===== src/rtl/cmd_issuer.sv =====
// Command FIFO feeding a controller: pops one command at a time, pulses syscall,
// then idles OP_WAIT or CAS_WAIT cycles before the next issue.
module cmd_issuer #(
  parameter int unsigned DEPTH    = 8,
  parameter int unsigned OP_WAIT  = 1,
  parameter int unsigned CAS_WAIT = 2
) (
  input  logic        clk,
  input  logic        rst,
  input  logic [11:0] in_cmd,
  input  logic        in_valid,
  output logic        in_ready,
  input  logic        flush,
  output logic [11:0] command,
  output logic        syscall,
  output logic [4:0]  count,
  output logic        empty,
  output logic        full
);

  localparam int unsigned AW   = (DEPTH > 1) ? $clog2(DEPTH) : 1;
  localparam int unsigned CW   = 5;
  localparam int unsigned WW   = 8;
  localparam int unsigned CMDW = 12;

  localparam logic [1:0] S_IDLE  = 2'd0;
  localparam logic [1:0] S_ISSUE = 2'd1;
  localparam logic [1:0] S_WAIT  = 2'd2;

  logic [CMDW-1:0] mem_q [DEPTH];
  logic [AW-1:0]   wr_ptr_q, wr_ptr_d, rd_ptr_q, rd_ptr_d;
  logic [CW-1:0]   count_q, count_d;
  logic            empty_q, empty_d, full_q, full_d, in_ready_q;
  logic [1:0]      state_q, state_d;
  logic [CMDW-1:0] cmd_q, cmd_d;
  logic [WW-1:0]   wcnt_q, wcnt_d, wload;
  logic            syscall_q, syscall_d;
  logic            push, pop;

  // A full FIFO refuses pushes even if the same edge pops.
  assign push = in_valid && !full_q && !flush;

  always_ff @(posedge clk) begin
    if (push) mem_q[wr_ptr_q] <= in_cmd;
  end

  // Issue sequencer; flush overrides whatever the state machine wanted.
  always_comb begin
    state_d = state_q;
    cmd_d   = cmd_q;
    wcnt_d  = wcnt_q;
    pop     = 1'b0;
    wload   = (cmd_q[11:9] == 3'b111) ? WW'(CAS_WAIT) : WW'(OP_WAIT);
    case (state_q)
      S_IDLE: begin
        if (!empty_q) begin
          state_d = S_ISSUE;
          cmd_d   = mem_q[rd_ptr_q];
          pop     = 1'b1;
        end
      end
      S_ISSUE: begin
        wcnt_d  = wload;
        state_d = (wload == '0) ? S_IDLE : S_WAIT;
      end
      S_WAIT: begin
        if (wcnt_q <= WW'(1)) begin
          wcnt_d  = '0;
          state_d = S_IDLE;
        end else begin
          wcnt_d = wcnt_q - WW'(1);
        end
      end
      default: state_d = S_IDLE;
    endcase
    if (flush) begin
      state_d = S_IDLE;
      cmd_d   = cmd_q;
      wcnt_d  = '0;
      pop     = 1'b0;
    end
    syscall_d = (state_d == S_ISSUE);
  end

  always_comb begin
    wr_ptr_d = push ? wr_ptr_q + AW'(1) : wr_ptr_q;
    rd_ptr_d = pop  ? rd_ptr_q + AW'(1) : rd_ptr_q;
    count_d  = count_q;
    if (push && !pop)      count_d = count_q + CW'(1);
    else if (!push && pop) count_d = count_q - CW'(1);
    if (flush) begin
      wr_ptr_d = '0;
      rd_ptr_d = '0;
      count_d  = '0;
    end
    empty_d = (count_d == '0);
    full_d  = (count_d == CW'(DEPTH));
  end

  always_ff @(posedge clk or posedge rst) begin
    if (rst) begin
      state_q    <= S_IDLE;
      cmd_q      <= '0;
      wcnt_q     <= '0;
      syscall_q  <= 1'b0;
      wr_ptr_q   <= '0;
      rd_ptr_q   <= '0;
      count_q    <= '0;
      empty_q    <= 1'b1;
      full_q     <= 1'b0;
      in_ready_q <= 1'b1;
    end else begin
      state_q    <= state_d;
      cmd_q      <= cmd_d;
      wcnt_q     <= wcnt_d;
      syscall_q  <= syscall_d;
      wr_ptr_q   <= wr_ptr_d;
      rd_ptr_q   <= rd_ptr_d;
      count_q    <= count_d;
      empty_q    <= empty_d;
      full_q     <= full_d;
      in_ready_q <= !full_d;
    end
  end

  assign in_ready = in_ready_q;
  assign command  = cmd_q;
  assign syscall  = syscall_q;
  assign count    = count_q;
  assign empty    = empty_q;
  assign full     = full_q;

endmodule


===== config.mk =====
export PLATFORM = sky130hd
export DESIGN_NAME = cmd_issuer
export DESIGN_NICKNAME = d
export VERILOG_FILES = /design/src/rtl/cmd_issuer.sv
export SDC_FILE = /design/constraint.sdc
export NUM_CORES = 1
export LEC_CHECK = 0
export CAP_MARGIN = 20
export CELL_PAD_IN_SITES_DETAIL_PLACEMENT = 1
export CELL_PAD_IN_SITES_GLOBAL_PLACEMENT = 1
export CORE_UTILIZATION = 50
export DETAILED_ROUTE_END_ITERATION = 12
export PLACE_DENSITY = 0.84
export SETUP_SLACK_MARGIN = 0.1
export SYNTH_ARGS = -nofsm -noshare
export SYNTH_HDL_FRONTEND = slang
export SYNTH_SLANG_ARGS = --single-unit

===== constraint.sdc =====
create_clock -name clk -period 5.4 [get_ports clk]
set_clock_uncertainty 0.05 [all_clocks]
set_input_delay 1.35 -clock clk [delete_from_list [all_inputs] [get_ports clk]]
set_output_delay 1.35 -clock clk [all_outputs]
set_load 0.02 [all_outputs]

==> impl_metrics.env <==
export IMPL_core_region_area_um2=10400
export IMPL_htree_levels=4
export IMPL_path_clk_slew_ps=60
export IMPL_fillers=931
export IMPL_gp_congestion=0.795
export IMPL_drive_gt1_frac=0.188
export IMPL_grt_usage=0.233
export IMPL_p_seq_frac=0.404
export IMPL_ios=37
export IMPL_nets=407
export IMPL_cts_hold_buf=0
export IMPL_slew_limit_headroom=0.306
export IMPL_setup_ws_ps=2180
export IMPL_wl_met3_um=345
export IMPL_timing_fmax_mhz=311
export IMPL_grt_pass1_vias=3266
export IMPL_critical_path_class="input pin to register"
export IMPL_synth_top_cell_area_share=0.532
export IMPL_start_util=0.520
export IMPL_drc=0
export IMPL_worstSetupEndpointType="register"
export IMPL_vdd_drop_max_mv=0.255
export IMPL_p_switching_w=0.00104
export IMPL_cp_required_ps=5490
export IMPL_cap_violations=0
export IMPL_synth_commonest_cells="edfxtp_1 (96), nor2_1 (37), dfrtp_1 (35)"
export IMPL_syn_area_um2=5410
export IMPL_vias=3087
export IMPL_internal_power_w=0.00228
export IMPL_hold_class="register to register"
export IMPL_antenna_found_initial=0
export IMPL_critPathSlowestCell="nor2_1"
export IMPL_wl_mm=11.9
export IMPL_setup_viol=0
export IMPL_arrival_ps=3300
export IMPL_dr_pass1_iters=4
export IMPL_cts_tree="built"
export IMPL_async_flop_share=0.278
export IMPL_wl_met2_mm=6.23
export IMPL_ys_ff_latch=133
export IMPL_dpl_cell_count=495
export IMPL_yosys_warnings=0
export IMPL_die_h_um=106
export IMPL_avgRoutedWirePerCell_um=22.3
export IMPL_sw_frac_of_total=0.314
export IMPL_cts_buffers=17
export IMPL_top_layer_used="met4"
export IMPL_cts_sinks=133
export IMPL_syn_inst=333
export IMPL_cp_max_fo=27
export IMPL_status="finished, final reports clean"
export IMPL_power_share_combinational=0.289
export IMPL_port_buffers=36
export IMPL_p_clk_frac=0.307
export IMPL_powerDensity_nw_per_um2=507
export IMPL_synth_edff_count=96
export IMPL_netlist_top_cells_area="edfxtp_1 (53%), dfrtp_1 (16%), mux4_2 (10%), nor2_1 (2.6%), mux2i_1 (2.2%)"
export IMPL_crit_path_start_kind="input pin"
export IMPL_dieArea_um2=11200
export IMPL_slew_violations=0
export IMPL_finalNonFillerCells=534
export IMPL_yosys_area_top_type="edfxtp_1"
export IMPL_avgSynthCellArea_um2=16.3
export IMPL_pre_cts_ws_ps=1570
export IMPL_synthToLayoutAreaGrowth_pct=20.8
export IMPL_root_buffer="clkbuf_8"
export IMPL_dr_first_iter_drc_count=190
export IMPL_grt_overflow=0
export IMPL_yosysMostFrequentCell="edfxtp_1"
export IMPL_post_route_period_util=0.595
export IMPL_num_rows=37
export IMPL_rsz0062_at_grt="no"
export IMPL_insertion_delay_ps=520
export IMPL_vias_per_cell=5.78
export IMPL_ant_nets=0
export IMPL_wl_met1_mm=5.03
export IMPL_path_cells="clkdlybuf4s50_1, buf_4, or3_1, nor2_1"
export IMPL_period_needed_ps=3220
export IMPL_fin_setup_tns_ps=0
export IMPL_cts_resized=0
export IMPL_grt_pass1_wl_mm=18.5
export IMPL_slowest_delay_ps=830
export IMPL_clockBufferDepth=2
export IMPL_n_antenna_cell=0
export IMPL_die_w_um=106
export IMPL_netlist_cell_type_count=44
export IMPL_cts_setup_buffers=0
export IMPL_tightest_slew_ps=1040
export IMPL_syn_nets=355
export IMPL_yosysSeqAreaShare=0.704
export IMPL_dpl_hpwl_mm=7.81
export IMPL_hold_viol=0
export IMPL_p_leak_nw=2.28
export IMPL_grt_max_degree=38
export IMPL_ys_flop_type="edfxtp_1"
[path summary, 6_finish.rpt]
path / start / endpoint / slack [ps] / depth (start not counted)
min in group asynchronous: rst / command[2] / 1200 / 3
setup reg to reg: state_q[0] / full / 3010 / 5
hold / removal: command[3] / command[3] / 480 / 2
hold reg to reg: command[3] / command[3] / 480 / 2
setup / recovery: flush / mem_q[4][7] / 2180 / 4
max in group asynchronous: rst / in_ready / 3750 / 3
[critical path, delay by kind of cell]
family,cells,cell delay (ps)
and+or+nand+nor,2,1300
buffers and inverters,2,640
[power groups by stage]
| stage | sequential [W] | clock, W | combinational, W |
|---|---|---|---|
| 2_1_floorplan | 0.00140 | 0 | 0.000560 |
| 4_1_cts | 0.00136 | 0.00103 | 0.000942 |
| 6_report | 0.00134 | 0.00102 | 0.000961 |
| 3_5_place_dp | 0.00138 | 0 | 0.000927 |
| 5_1_grt | 0.00136 | 0.00107 | 0.00104 |
| 3_3_place_gp | 0.00137 | 0 | 0.000889 |
[per-layer routing]
layer / vias to the layer above / track usage
li1: 1384 / -
met1: 1601 / 0.280
met2: 80 / 0.399
met3: 22 / 0.0595
met4: 0 / 0.101
met5: - / 0
[cell families (layout without fill, tap and decap cells)]
group / after synthesis / after routing / share of synthesized area
mux: 38 / 38 / 0.126
fa+ha+maj: 6 / 6 / 0.0139
compound gates: 32 / 32 / 0.0374
flops: 133 / 133 / 0.704
xor+xnor: 10 / 10 / 0.0162
buf+inv: 20 / 85 / 0.0157
simple gates: 94 / 94 / 0.0867
[registers in the layout (all words and copies together) (netlist names)]
signal	count
empty	1
state_q	2
rd_ptr_q	3
in_ready	1
wr_ptr_q	3
syscall	1
wcnt_q	8
mem_q	96
full	1
count	5
command	12
[metrics by stage]
stage / hold slack, ps / total power (W) / cell area (um2) / utilization
after global routing: 506 / 0.00348 / 6540 / 0.628
after detailed placement: 477 / 0.00230 / 5930 / 0.569
final: 481 / 0.00332 / 6540 / 0.628
after global placement: 466 / 0.00226 / 5930 / 0.569
after floorplan: 440 / 0.00196 / 5410 / -
after CTS: 486 / 0.00333 / 6460 / 0.620
[cell type report]
type                    count  area (um2)  area share
clock inverters            15         116      0.0178
repair buffers             48         482      0.0737
clock buffers              17         414      0.0633
inverters                   5        18.8     0.00287
flip-flops and latches    133        3810       0.583
multi-input cells         180        1530       0.234
well taps                 136         170      0.0260
[layout by cell type, fill, tap and decap left out, drive strengths merged, types with 3 or more instances in the layout]
cell and count:
a21oi 16, buf 12, clkbuf 17, clkdlybuf4s50 36, clkinv 11, clkinvlp 3
dfrtp 35, edfxtp 96, ha 6, inv 5, mux2i 12, mux4 24
nand2 14, nand2b 6, nor2 37, nor2b 4, nor3 9, nor4 6
o21ai 3, or3 7, xnor2 7, xor2 3
No activity file was read; power rests on OpenSTA's default activity.
